==> config.mk <==
export PLATFORM = sky130hd
export DESIGN_NAME = direction_repeat_ctrl
export DESIGN_NICKNAME = d
export VERILOG_FILES = /design/src/rtl/paint_pkg.sv /design/src/rtl/key_debouncer.sv /design/src/rtl/direction_repeat_ctrl.sv
export SDC_FILE = /design/constraint.sdc
export NUM_CORES = 1
export LEC_CHECK = 0
export CELL_PAD_IN_SITES_DETAIL_PLACEMENT = 0
export CELL_PAD_IN_SITES_GLOBAL_PLACEMENT = 1
export CORE_UTILIZATION = 40
export DETAILED_ROUTE_END_ITERATION = 10
export DONT_BUFFER_PORTS = 1
export GPL_ROUTABILITY_DRIVEN = 1
export GPL_TIMING_DRIVEN = 1
export HOLD_SLACK_MARGIN = 0.15
export PLACE_DENSITY = 0.75
export SLEW_MARGIN = 10
export SYNTH_ARGS = -nofsm -noshare
export SYNTH_HDL_FRONTEND = slang
export SYNTH_HIERARCHICAL = 1
export SYNTH_SLANG_ARGS = --single-unit
==> constraint.sdc <==
create_clock -name clock -period 3.01 [get_ports clock]
set_input_delay 0.301 -clock clock [delete_from_list [all_inputs] [get_ports clock]]
set_output_delay 0.301 -clock clock [all_outputs]
set_load 0.005 [all_outputs]
==> src/rtl/paint_pkg.sv <==
// Shared definitions for the direction-key front end: bit positions of each
// direction, FSM state encoding and the opposing-key cancellation rule.
package paint_pkg;

    localparam int NUM_DIRS  = 4;
    localparam int DIR_LEFT  = 3;
    localparam int DIR_UP    = 2;
    localparam int DIR_RIGHT = 1;
    localparam int DIR_DOWN  = 0;

    typedef enum logic [1:0] {
        ST_IDLE = 2'd0,
        ST_FIRE = 2'd1,
        ST_WAIT = 2'd2
    } fsm_state_e;

    // Opposing keys on the same axis cancel each other; the other axis is untouched.
    function automatic logic [NUM_DIRS-1:0] cancel_opposing(input logic [NUM_DIRS-1:0] deb);
        logic [NUM_DIRS-1:0] m;
        m = deb;
        if (deb[DIR_LEFT] && deb[DIR_RIGHT]) begin
            m[DIR_LEFT]  = 1'b0;
            m[DIR_RIGHT] = 1'b0;
        end
        if (deb[DIR_UP] && deb[DIR_DOWN]) begin
            m[DIR_UP]   = 1'b0;
            m[DIR_DOWN] = 1'b0;
        end
        return m;
    endfunction

endpackage

==> src/rtl/key_debouncer.sv <==
// One key: two-flop synchroniser followed by a counter that only lets a level
// through after it has differed from the debounced value for DEBOUNCE_CYCLES edges.
module key_debouncer #(
    parameter int DEBOUNCE_CYCLES = 4,
    parameter int CNT_W           = 24
) (
    input  logic clock,
    input  logic reset,
    input  logic key_raw,
    output logic key_deb
);

    localparam logic [CNT_W-1:0] DEB_LAST = CNT_W'(DEBOUNCE_CYCLES - 1);

    logic             sync1_q, sync2_q;
    logic             deb_q, deb_d;
    logic [CNT_W-1:0] cnt_q, cnt_d;

    always_comb begin
        deb_d = deb_q;
        cnt_d = '0;
        if (sync2_q != deb_q) begin
            // The edge that completes the run flips the output and restarts the count.
            if (cnt_q == DEB_LAST) begin
                deb_d = sync2_q;
                cnt_d = '0;
            end else begin
                cnt_d = cnt_q + 1'b1;
            end
        end
    end

    always_ff @(posedge clock or posedge reset) begin
        if (reset) begin
            sync1_q <= 1'b0;
            sync2_q <= 1'b0;
            deb_q   <= 1'b0;
            cnt_q   <= '0;
        end else begin
            sync1_q <= key_raw;
            sync2_q <= sync1_q;
            deb_q   <= deb_d;
            cnt_q   <= cnt_d;
        end
    end

    assign key_deb = deb_q;

endmodule

==> src/rtl/direction_repeat_ctrl.sv <==
// Turns four raw direction keys into single-cycle step pulses with an initial
// delay and a fixed auto-repeat rate while the same key set stays held.
module direction_repeat_ctrl
    import paint_pkg::*;
#(
    parameter int DEBOUNCE_CYCLES = 4,
    parameter int INITIAL_DELAY   = 5000000,
    parameter int REPEAT_PERIOD   = 1000000,
    parameter int CNT_W           = 24
) (
    input  logic                clock,
    input  logic                reset,
    input  logic [NUM_DIRS-1:0] keys,
    output logic [NUM_DIRS-1:0] directions,
    output logic                active
);

    localparam logic [CNT_W-1:0] INIT_LAST = CNT_W'(INITIAL_DELAY - 1);
    localparam logic [CNT_W-1:0] REP_LAST  = CNT_W'(REPEAT_PERIOD - 1);

    logic [NUM_DIRS-1:0] deb;
    logic [NUM_DIRS-1:0] mask;

    generate
        for (genvar gi = 0; gi < NUM_DIRS; gi++) begin : g_key
            key_debouncer #(
                .DEBOUNCE_CYCLES (DEBOUNCE_CYCLES),
                .CNT_W           (CNT_W)
            ) u_deb (
                .clock   (clock),
                .reset   (reset),
                .key_raw (keys[gi]),
                .key_deb (deb[gi])
            );
        end
    endgenerate

    always_comb begin
        mask = cancel_opposing(deb);
    end

    fsm_state_e          state_q, state_d;
    logic [NUM_DIRS-1:0] held_q, held_d;
    logic                repeating_q, repeating_d;
    logic [CNT_W-1:0]    cnt_q, cnt_d;
    logic [NUM_DIRS-1:0] dir_q, dir_d;
    logic                active_q, active_d;
    logic [CNT_W-1:0]    wait_last;

    always_comb begin
        state_d     = state_q;
        held_d      = held_q;
        repeating_d = repeating_q;
        cnt_d       = cnt_q;
        dir_d       = '0;
        wait_last   = repeating_q ? REP_LAST : INIT_LAST;

        unique case (state_q)
            ST_IDLE: begin
                if (mask != '0) begin
                    state_d     = ST_FIRE;
                    held_d      = mask;
                    repeating_d = 1'b0;
                    dir_d       = mask;
                end
            end
            ST_FIRE: begin
                state_d = ST_WAIT;
                cnt_d   = '0;
            end
            ST_WAIT: begin
                if (mask == '0) begin
                    state_d = ST_IDLE;
                end else if (mask != held_q) begin
                    // A different key set restarts the hold and fires straight away.
                    state_d     = ST_FIRE;
                    held_d      = mask;
                    repeating_d = 1'b0;
                    dir_d       = mask;
                end else if (cnt_q == wait_last) begin
                    state_d     = ST_FIRE;
                    repeating_d = 1'b1;
                    dir_d       = held_q;
                end else begin
                    cnt_d = cnt_q + 1'b1;
                end
            end
            default: begin
                state_d = ST_IDLE;
            end
        endcase

        active_d = (state_d != ST_IDLE);
    end

    // Pulse and activity outputs come straight from flops so the downstream stage sees no glitches.
    always_ff @(posedge clock or posedge reset) begin
        if (reset) begin
            state_q     <= ST_IDLE;
            held_q      <= '0;
            repeating_q <= 1'b0;
            cnt_q       <= '0;
            dir_q       <= '0;
            active_q    <= 1'b0;
        end else begin
            state_q     <= state_d;
            held_q      <= held_d;
            repeating_q <= repeating_d;
            cnt_q       <= cnt_d;
            dir_q       <= dir_d;
            active_q    <= active_d;
        end
    end

    assign directions = dir_q;
    assign active     = active_q;

endmodule

==> results.yml, run 1 <==
global_route:
  antenna_found_initial: 1
  grt_first_pass_wirelength_um: 27900
  grt_pass1_vias: 5715
  grt_max_degree: 28
  gr-total-overflow: 0
  grtUsageTotal: 0.178
synthesis:
  yosysWarnings: 6
  syn_inst: 758
  yosysSeqAreaShare: 0.479
  yosysMostFrequentCell: "dfrtp_1"
  synthArstFlopShare: 1.00
  yosys.area.top_type: "dfrtp_1"
  ys_seq_elements: 144
  synthesis.nets: 773
  synth.distinct_cells: 55
  synth_area_sq_mm: 0.00753
  synth_edf_count: 0
  synth_common_cells: "dfrtp_1, nor2_1, nand2_1"
  syn-mean-instance-area_sq_um: 9.93
  synth_area_leaders: "dfrtp_1, o31ai_1, nor2_1"
  synth_ff_type: "dfrtp_1"
  yosysTopAreaCellShare: 0.479
place:
  dp_hpwl_um: 10600
  placedCellCount: 966
  port_buffers: 0
  postPlaceCellArea_sq_mm: 0.00771
  gp_congestion: 0.797
final_layout:
  nets: 776
  multi_input_area_sq_mm: 0.00367
  layout-drive-gt1-share: 0.105
  nFillCells: 1681
  design_area_sq_mm: 0.00838
  syn2layout_area_growth_pct: 11.3
  stdcell_count: 1003
  final-seq-area_sq_mm: 0.00360
timing:
  fin_worst_skew_ns: 0.00943
  setup_viol: 0
  max_freq_mhz: 396
  relSlewSlack: 0.297
  worst_slew_pin_slew_ns: 1.05
  rsz0062_at_grt: "false"
  hold_slack_ns: 0.349
  tns_ns: 0
  fin_crit_ns: 2.52
  post-route-period-util: 0.838
  finalHoldViolations: 0
  drv_slew: 0
run:
  maxCapViolCount: 0
floorplanning:
  start_util: 0.413
  die_w_um: 139
  dieArea_sq_mm: 0.0194
  die-height_um: 139
  core-area_sq_mm: 0.0182
  rows: 49
  num_io_pins: 11
clocking:
  clk-insertion-delay-late_ns: 0.42
  cts-root-buf: "clkbuf_16"
  cts_sinks: 144
  path_clk_slew_ns: 0.06
  cts_htree_levels: 4
  clk_path_buf_depth: 2
  cts_buffers: 17
  cts_tree: "done"
detailed_routing:
  final_antenna_net_count: 0
  routedWlPerCell_um: 16.0
  vias: 5807
  drt_iter0_drc: 420
  avgViaCountPerCell: 5.79
  drc: 2
  dr.pass1.iters: 9
  wirelength_um: 16100
pwr:
  comb_power_share: 0.194
  power_w: 0.00555
  p_int_w: 0.00379
  pwr-share-clk: 0.395
  pwr-share-seq: 0.411
  p_per_area_mw_per_mm2: 663
  power.switching_w: 0.00176
  power.leakage_nw: 3.28
  vdd_drop_max_uv: 490
  swShare: 0.317
setup_path:
  critical_path_peak_fanout: 27
  crit_type: "register to register"
  arrival_ns: 2.81
  startpoint_type: "register"
  setup.worst_path.end_class: "register"
  crit_required_ns: 3.30
status:
  status: "complete, but fails checks"
  violations: "DRC"
worst_hold_path:
  worstHoldPathType: "register to register"
## kinds of logic after synthesis
kind of cell               Yosys count  synth area share
AOI/OAI and AO/OA                  123             0.105
xor gates and xnor gates            59            0.0696
adders and majority gates            9            0.0150
buffers and inverters               53            0.0331
DFF                                144             0.479
muxes                               13            0.0188
and+or+nand+nor                    357             0.280
## state kept, by name, indices dropped and copies added, names as in the netlist
register             cells
active                   1
cnt_q                   24
directions               4
g_key.u_deb/cnt_q       96
g_key.u_deb/key_deb      4
g_key.u_deb/sync1_q      4
g_key.u_deb/sync2_q      4
held_q                   4
repeating_q              1
state_q                  2
## cell usage in the layout (no fill, tap or decap), types with 8 or more instances in the layout
master,n
and4_1,14
xnor2_1,33
dfrtp_1,144
nor3_1,15
inv_1,25
nor4_1,25
or4_1,37
a21oi_1,52
nand3_1,27
o21ai_0,8
nor2_1,80
nand4_1,37
clkbuf_16,17
o31ai_1,41
nand2_1,53
ha_1,9
xor2_1,25
## area by class of cell
cell class                      instances  share of cell area
Sequential cell                       144               0.430
Clock inverter                         12              0.0190
Timing Repair Buffer                   12              0.0122
Multi-Input combinational cell        561               0.439
Clock buffer                           19              0.0541
Tap cell                              229              0.0342
Inverter                               25              0.0112
Antenna cell                            1            0.000299
## worst paths after layout
path	cells after the start	to	slack, ns	from
max in group asynchronous	2	g_key[0].u_deb/cnt_q[10]	1.65	reset
setup reg to reg	6	cnt_q[12]	0.49	g_key[3].u_deb/key_deb
hold / removal	0	g_key[0].u_deb/sync2_q	0.35	g_key[0].u_deb/sync1_q
hold reg to reg	0	g_key[0].u_deb/sync2_q	0.35	g_key[0].u_deb/sync1_q
setup / recovery	6	cnt_q[12]	0.49	g_key[3].u_deb/key_deb
min in group asynchronous	2	directions[2]	0.61	reset
## critical path, cell delays in order, from the launching register on
cell and delay (ns):
dfrtp_1 0.43, nor2b_1 0.25, mux2i_2 0.27, nand4_2 0.55, buf_4 0.39, o311ai_0 0.36, o41ai_1 0.14
## power by group through the flow
stage	Clock, W	Combinational (W)	Sequential, W
floorplan	0	0.000844	0.00227
global route	0.00232	0.00120	0.00231
detailed placement	0	0.00107	0.00232
global placement	0	0.00105	0.00230
CTS	0.00225	0.00108	0.00228
finish	0.00219	0.00108	0.00228
## routing by layer
metal / global-route usage / vias to the layer above / wire [um]
met2: 0.290 / 84 / 7760
met4: 0.0678 / 0 / 231
met3: 0.0338 / 17 / 454
met1: 0.234 / 2887 / 7610
li1: - / 2819 / -
met5: 0 / - / 0
## per-stage QoR
stage | utilization | setup slack (ns)
after floorplan | - | 1.09
after global placement | 0.423 | 0.598
after detailed placement | 0.423 | 0.499
after CTS | 0.460 | 0.483
after global routing | 0.460 | 0.245
final | 0.460 | 0.487
## repair_timing
action	CTS	global route
gates resized for setup	0	0
setup buffers	0	0
hold buffers	5	0
endpoints found under the hold margin	130	0
Power figures use the tool's default switching activity.
==> run 2, diff against run 1 <==
==> constraint.sdc (replaced) <==
create_clock -name clock -period 2.44 [get_ports clock]
set_input_delay 0.244 -clock clock [delete_from_list [all_inputs] [get_ports clock]]
set_output_delay 0.244 -clock clock [all_outputs]
set_load 0.005 [all_outputs]
==> run 2 against run 1 <==
Compared with the run above:
- the run still ends with DRC left
- via count increased by 0.33%
- clock power increased by 26%
- sequential power up 23%
- non-clock buffer count rose by 11
- clock skew shrank 0.0031 ns
- utilization up 0.55 points
- critical path type unchanged
==> results.yml, run 2 (synthesized netlist as in run 1, its figures left out) <==
detailed_routing:
  drt_iter0_drc: 376
  met1_length_um: 7530
  top_layer_used: "met4"
  wirelength_um: 16000
  dr.pass1.iters: 9
  vias: 5826
  wl_met3_um: 486
  drc: 2
  avgViaCountPerCell: 5.75
  routedWlPerCell_um: 15.8
  met2_length_um: 7860
  final_antenna_net_count: 0
run:
  maxCapViolCount: 0
pwr:
  p_per_area_mw_per_mm2: 822
  power.leakage_nw: 3.35
  vdd_drop_max_uv: 633
timing:
  fin_crit_ns: 2.21
  post-route-period-util: 0.905
  drv_slew: 0
  setup_viol: 0
  max_freq_mhz: 453
  rsz0062_at_grt: "false"
  worst_slew_pin_slew_ns: 0.649
  tns_ns: 0
  fin_worst_skew_ns: 0.00631
  relSlewSlack: 0.567
  finalHoldViolations: 0
  hold_slack_ns: 0.242
floorplanning:
  core-area_sq_mm: 0.0182
  start_util: 0.413
  die-height_um: 139
  die_w_um: 139
  rows: 49
  num_io_pins: 11
  dieArea_sq_mm: 0.0194
setup_path:
  setup.worst_path.end_class: "register"
  crit_type: "register to register"
  crit_required_ns: 2.78
  critical_path_peak_fanout: 30
  arrival_ns: 2.55
  startpoint_type: "register"
final_layout:
  largest_reg_flops: 96
  syn2layout_area_growth_pct: 12.6
  stdcell_count: 1014
  layout-drive-gt1-share: 0.116
  reg_top3: "g_key.u_deb/cnt_q x96, cnt_q x24"
  nets: 787
  largest-register: "g_key.u_deb/cnt_q"
  mostFrequentLayoutCells: "dfrtp_1, nor2_1, nand2_1"
  final_util: 0.465
  nFillCells: 1665
  diodes: 0
  final_common_cell: "dfrtp_1"
status:
  violations: "DRC"
  status: "complete, but fails checks"
global_route:
  grtUsageTotal: 0.179
  grt_pass1_vias: 5802
  antenna_found_initial: 0
  gr-total-overflow: 0
  grt_max_degree: 37
  grt_first_pass_wirelength_um: 28000
clocking:
  cts_sinks: 144
  cts_buffers: 17
  clk_path_buf_depth: 2
  cts_tree: "done"
  cts_setup_buffers: 0
  cts-root-buf: "clkbuf_16"
  cts_htree_levels: 4
  path_clk_slew_ns: 0.06
  clk-insertion-delay-late_ns: 0.42
place:
  gp_congestion: 0.794
  dp_hpwl_um: 10500
  placedCellCount: 977
  port_buffers: 0
worst_hold_path:
  worstHoldPathType: "primary input to async pin"
-- run 2: changes by cell type in the layout (fill, tap and decap cells not counted), sizes merged --
cell      before  now
clkinvlp       5    3
inv           27   25
clkinv         2    3
clkbuf        19   22
buf            7   18
bufinv         3    4
diode          1    0
-- run 2: through the flow --
step / instance area [sq um] / setup slack, ns / total power, W
2_1_floorplan: 7530 / 0.516 / 0.00384
3_3_place_gp: 7790 / 0.351 / 0.00421
3_5_place_dp: 7790 / 0.276 / 0.00424
4_1_cts: 8480 / 0.238 / 0.00708
5_1_grt: 8480 / 0.0529 / 0.00735
6_report: 8480 / 0.232 / 0.00697
-- run 2: area by class of cell --
class                   count  area (sq um)  share of cell area
multi-input cells         561          3670               0.434
flip-flops and latches    144          3600               0.425
clock buffers              22           474              0.0559
well taps                 229           287              0.0338
repair buffers             23           185              0.0218
clock inverters            10           158              0.0186
inverters                  25          93.8              0.0111
-- run 2: critical path, stage by stage, from the launching register on --
cell and delay (ns):
dfrtp_1 0.43, nor2b_1 0.25, mux2i_2 0.29, nand4_2 0.20, buf_4 0.27, nor3_1 0.44
mux2i_1 0.25
-- run 2: power breakdown --
group | internal (W) | switching, W | total, W
combinational | 0.000473 | 0.000919 | 0.00139
clock | 0.00179 | 0.000983 | 0.00277
sequential | 0.00259 | 0.000219 | 0.00281
total | 0.00485 | 0.00212 | 0.00697
-- run 2: worst paths after layout --
| kind | cells past startpoint | from | end | slack (ns) |
|---|---|---|---|---|
| worst max-delay path | 6 | g_key[3].u_deb/key_deb | cnt_q[0] | 0.23 |
| worst min-delay path | 2 | reset | g_key[2].u_deb/sync1_q | 0.24 |
| worst max register to register | 6 | g_key[3].u_deb/key_deb | cnt_q[0] | 0.23 |
| worst min register to register | 0 | g_key[0].u_deb/sync1_q | g_key[0].u_deb/sync2_q | 0.35 |
| max in group asynchronous | 3 | reset | directions[3] | 1.57 |
| min in group clock | 0 | g_key[0].u_deb/sync1_q | g_key[0].u_deb/sync2_q | 0.35 |
-- run 2: repair_timing --
action / CTS / global route
resized for setup: 0 / 0
hold endpoints to repair: 148 / 0
hold buffers: 5 / 0
-- run 2: per-layer routing --
metal	up-vias	global-route usage
li1	2852	-
met1	2889	0.229
met2	70	0.299
met3	15	0.0480
met4	0	0.0474
met5	-	0
==> edit 1 (settings of run 1) <==
`CNT_W` is set to 24 in 2 places; all go to 48.
--- a/src/rtl/key_debouncer.sv
+++ b/src/rtl/key_debouncer.sv
@@ -4,3 +4,3 @@
     parameter int DEBOUNCE_CYCLES = 4,
-    parameter int CNT_W           = 24
+    parameter int CNT_W           = 48
 ) (
--- a/src/rtl/direction_repeat_ctrl.sv
+++ b/src/rtl/direction_repeat_ctrl.sv
@@ -8,3 +8,3 @@
     parameter int REPEAT_PERIOD   = 1000000,
-    parameter int CNT_W           = 24
+    parameter int CNT_W           = 48
 ) (
Function: no difference found for any inputs over 10 cycles, from zero or initial values and one cycle with reset high; that may be too few to reach the edited logic, so the function may still have changed.
==> edit 1 against run 1 <==
First-iteration DRC count rose by 84%. Routed wire length rose by 91%. Worst hold slack got worse by 0.049 ns. Synthesized area rose by 84%. Critical path type unchanged. Core utilization fell by 0.18 points. Worst setup slack got worse by 0.081 ns. Total power rose by 73%. Sequential cell count rose by 120. Cell area rose by 85%.
==> edit 1: results (changes against run 1) <==
stage,metric,value,unit,change
clocking,htreeDepth,1,,-3
clocking,clk_path_buf_depth,3,,+1
global_routing,grt_antenna_before_repair,0,,-1
final_layout,inv_count,27,,+8.0%
floorplanning,core_area,33900,µm²,+86%
final_layout,seq_cells,264,,+83%
routing,wl_met2,13.6,mm,+76%
min_path,hold_depth,1,,+1
routing,met1Wirelength,15.1,mm,+99%
critical_path,ff2ff_path_depth,7,,+1
placement,gp_congestion,0.787,,-1.2%
outcome,status,finished clean,,
final_layout,fillCellCount,3213,,+91%
sta,relSlewSlack,28.2,%,-1.5 points
clocking,cts_made_buffers,30,,+13
synthesis,ys_seq_area_share,47.6,%,-0.30 points
final_layout,drive_gt1_share,9.47,%,-1.0 points
critical_path,cp_max_fo,17,,-37%
final_layout,clock_tree_area_fraction,7.19,%,-0.11 points
global_routing,grt_pass1_vias,10300,,+81%
pwr,netSwitchingPower,2.79,mW,+59%
min_path,min_from,keys[2],,
global_routing,grt.met2_usage,27.3,%,-1.7 points
critical_path,crit_end,cnt_q[23],,
critical_path,crit_start,cnt_q[40],,
==> edit 1: changes by cell type in the layout (fill, tap and decap cells not counted), moves of 22 or more <==
cell / run 1 / this run
nor2_1: 80 / 202
dfrtp_1: 144 / 264
xor2_1: 25 / 122
nand3_1: 27 / 101
nand4_1: 37 / 98
nor4_1: 25 / 71
nand2_1: 53 / 98
or3_1: 2 / 44
o21ai_0: 8 / 48
and3_1: 7 / 44
o31ai_1: 41 / 5
or4_1: 37 / 7
xnor2_1: 33 / 55
==> edit 1: through the flow <==
step | util (%) | instances | power [mW] | hold WS [ns]
floorplan | - | 1450 | 5.13 | 0.331
global placement | 42.4 | 1869 | 5.57 | 0.332
detailed placement | 42.4 | 1869 | 5.60 | 0.330
CTS | 45.8 | 1926 | 9.73 | 0.271
global route | 45.8 | 1926 | 10.0 | 0.282
finish | 45.8 | 1927 | 9.59 | 0.300
==> edit 1: what timing repair did <==
item                                    4_1_cts  5_1_grt
hold buffers                                  5        0
endpoints found under the setup margin        0        0
hold endpoints to repair                    198        0
==> edit 2 (flow settings as in run 1) <==
Made on the original files. The 3 states of `fsm_state_e` get a one-hot encoding in 3 bits.
--- a/src/rtl/paint_pkg.sv
+++ b/src/rtl/paint_pkg.sv
@@ -10,6 +10,6 @@
 
-    typedef enum logic [1:0] {
-        ST_IDLE = 2'd0,
-        ST_FIRE = 2'd1,
-        ST_WAIT = 2'd2
+    typedef enum logic [2:0] {
+        ST_IDLE = 3'b001,
+        ST_FIRE = 3'b010,
+        ST_WAIT = 3'b100
     } fsm_state_e;
Function: no difference found for any inputs over 10 cycles, from zero or initial values and one cycle with reset high; not proved beyond that.
==> edit 2 against run 1 <==
The run still ends with design-rule violations left. Clock power rose by 11%. Clock skew is 0.00095 ns lower. Sequential cell count is 1 higher. Total power increased by 3.5%. Worst setup slack improved by 0.022 ns. Synthesized area is 0.52% lower. Cell count grew 0.40%. Sequential power up 2%. Die area down 0.51%. Core utilization grew 0.38 points. Cell area up 0.48%. Global-route usage fell by 0.76 points. Routed wire length down 5.4%. Critical path type unchanged. Largest power group is now clock.
==> edit 2: results (changes against run 1) <==
stage,metric,value,unit,change
outcome,status,finished with violations,,
outcome,violations,design-rule violations,,
sta,fin_worst_skew,0.00848,ns,-0.000946 ns
synthesis,synthAdderAreaFrac,1.50,%,+0.0077 points
pwr,switching_share,29.5,%,-2.2 points
synthesis,synth_edf_count,0,,unchanged
synthesis,ys_warn_count,6,,unchanged
routing,firstDrtPassIters,8,,-1
final_layout,top_regs,"g_key.u_deb/cnt_q: 96 flops, cnt_q: 24 flops",,
synthesis,synth_mux_area_share,1.49,%,-0.39 points
final_layout,final_cells,1007,,+0.40%
synthesis,synth_compound_area_share,10.6,%,+0.12 points
final_layout,antennaDiodeCount,0,,-1
critical_path,cp_max_fo,43,,+59%
clocking,clkLatencyLatePin,0.43,ns,
global_routing,grt.total_usage,17.0,%,-0.76 points
clocking,clk_pin_slew,0.06,ns,about the same
placement,dp.cells,970,,+0.41%
clocking,clock_tree.root_cell,clkbuf_16,,
synthesis,async_reset_ff_share,100,%,unchanged
global_routing,grt_max_degree,44,,+57%
synthesis,synth.distinct_cells,49,,-11%
pwr,p_leak,3.25,nW,-1.1%
synthesis,synth_area_leaders,"dfrtp_1 (48%), nor2_1 (4.2%), o31ai_1 (3.9%)",,
routing,wl_per_cell,15.1,µm,-5.8%
pwr,irDropWorstVdd,397,µV,-19%
placement,post_dp_cell_area,7690,µm²,-0.32%
clocking,htreeDepth,4,,unchanged
placement,gp_congestion,0.772,,-3.1%
routing,drt_iter0_markers,319,,-24%
synthesis,synth_xor_area_share,7.02,%,+0.053 points
final_layout,num-nets-final,780,,+0.52%
routing,vias_per_cell,5.69,,-1.6%
sta,relSlewSlack,31.0,%,+1.3 points
synthesis,syn-num-nets,771,,-0.26%
placement,place.detailed.hpwl,10.1,mm,-4.3%
routing,drc,2,,unchanged
clocking,cts_made_buffers,17,,unchanged
global_routing,grt_pass1_vias,5660,,-0.96%
global_routing,grt_antenna_before_repair,0,,-1
synthesis,syn_inst,756,,-0.26%
floorplanning,fp.dieW,139,µm,-0.26%
global_routing,grt_pass1_wl,26.7,mm,-4.1%
synthesis,synth_top_area_cell,dfrtp_1,,
final_layout,drive_gt1_share,10.5,%,+0.061 points
synthesis,ys_seq_area_share,48.5,%,+0.60 points
synthesis,synthTopCellsByCount,"dfrtp_1 (144), nor2_1 (84), a21oi_1 (56)",,
clocking,clk_path_buf_depth,2,,unchanged
min_path,hold_path_class,flop to flop,,
==> edit 2: cell count changes after synthesis, moves of 4 or more <==
cell	change
a21oi_1	+4
or3_1	+10
a41o_1	-5
and3_1	-6
o21ai_1	+16
nand2_1	-11
mux2i_1	-5
nor2_1	+4
buf_2	-4
nand4bb_1	+5
==> edit 2: logic make-up after synthesis <==
family                     after synthesis
DFF                                    145
buffers and inverters                   50
muxes                                   10
and+or+nand+nor                        352
xor gates and xnor gates                60
AOI/OAI and AO/OA                      130
adders and majority gates                9
==> edit 2: layout make-up <==
| cell class | count | area (µm²) |
|---|---|---|
| Sequential cell | 145 | 3630 |
| Clock buffer | 17 | 425 |
| Clock inverter | 15 | 254 |
| Timing Repair Buffer | 13 | 110 |
| Tap cell | 229 | 287 |
| Inverter | 27 | 101 |
| Fill cell | 1696 | 9730 |
| Multi-Input combinational cell | 561 | 3610 |
==> edit 2: power by group through the flow <==
stage / logic [mW] / clock network [mW] / registers [mW]
final: 1.01 / 2.43 / 2.32
after global routing: 1.14 / 2.57 / 2.34
after CTS: 1.02 / 2.48 / 2.32
after detailed placement: 1.01 / 0 / 2.35
after global placement: 0.988 / 0 / 2.34
after floorplan: 0.806 / 0 / 2.29
==> edit 2: critical path: stages, from the launching register on <==
cell and delay [ns]:
dfrtp_1 0.45, xor2_1 0.21, o311ai_1 0.39, and2_1 0.30, a31oi_4 0.10, buf_4 0.27, or4_1 0.53, a21oi_1 0.17
==> edit 2: path summary, 6_finish.rpt <==
kind	startpoint	end	slack [ns]	depth (start not counted)
min	g_key[2].u_deb/sync1_q	g_key[2].u_deb/sync2_q	0.35	0
max reg2reg	g_key[2].u_deb/key_deb	cnt_q[16]	0.51	7
min in group asynchronous	reset	directions[0]	0.56	3
max	g_key[2].u_deb/key_deb	cnt_q[16]	0.51	7
min reg2reg	g_key[2].u_deb/sync1_q	g_key[2].u_deb/sync2_q	0.35	0
max in group asynchronous	reset	g_key[3].u_deb/cnt_q[11]	1.67	2
==> edit 2: through the flow <==
step	hold slack (ns)	utilization (%)	worst slack (ns)
finish	0.351	46.4	0.509
global route	0.378	46.4	0.301
floorplan	0.331	-	0.857
global placement	0.332	42.4	0.614
detailed placement	0.332	42.4	0.526
CTS	0.354	46.4	0.504
==> edit 2: layer usage <==
layer  GRT usage [%]  share of wire (%)  vias up
li1                -                  -     2819
met1            22.3                 48     2831
met2            27.4                 48       61
met3            4.25                2.7       23
met4            5.79                1.3        0
met5               0                  0        -
==> edit 2: timing repair <==
action                    CTS  global route
hold endpoints to repair  148             0
buffers inserted            0             0
hold buffers                5             0
gates resized for setup     0             0
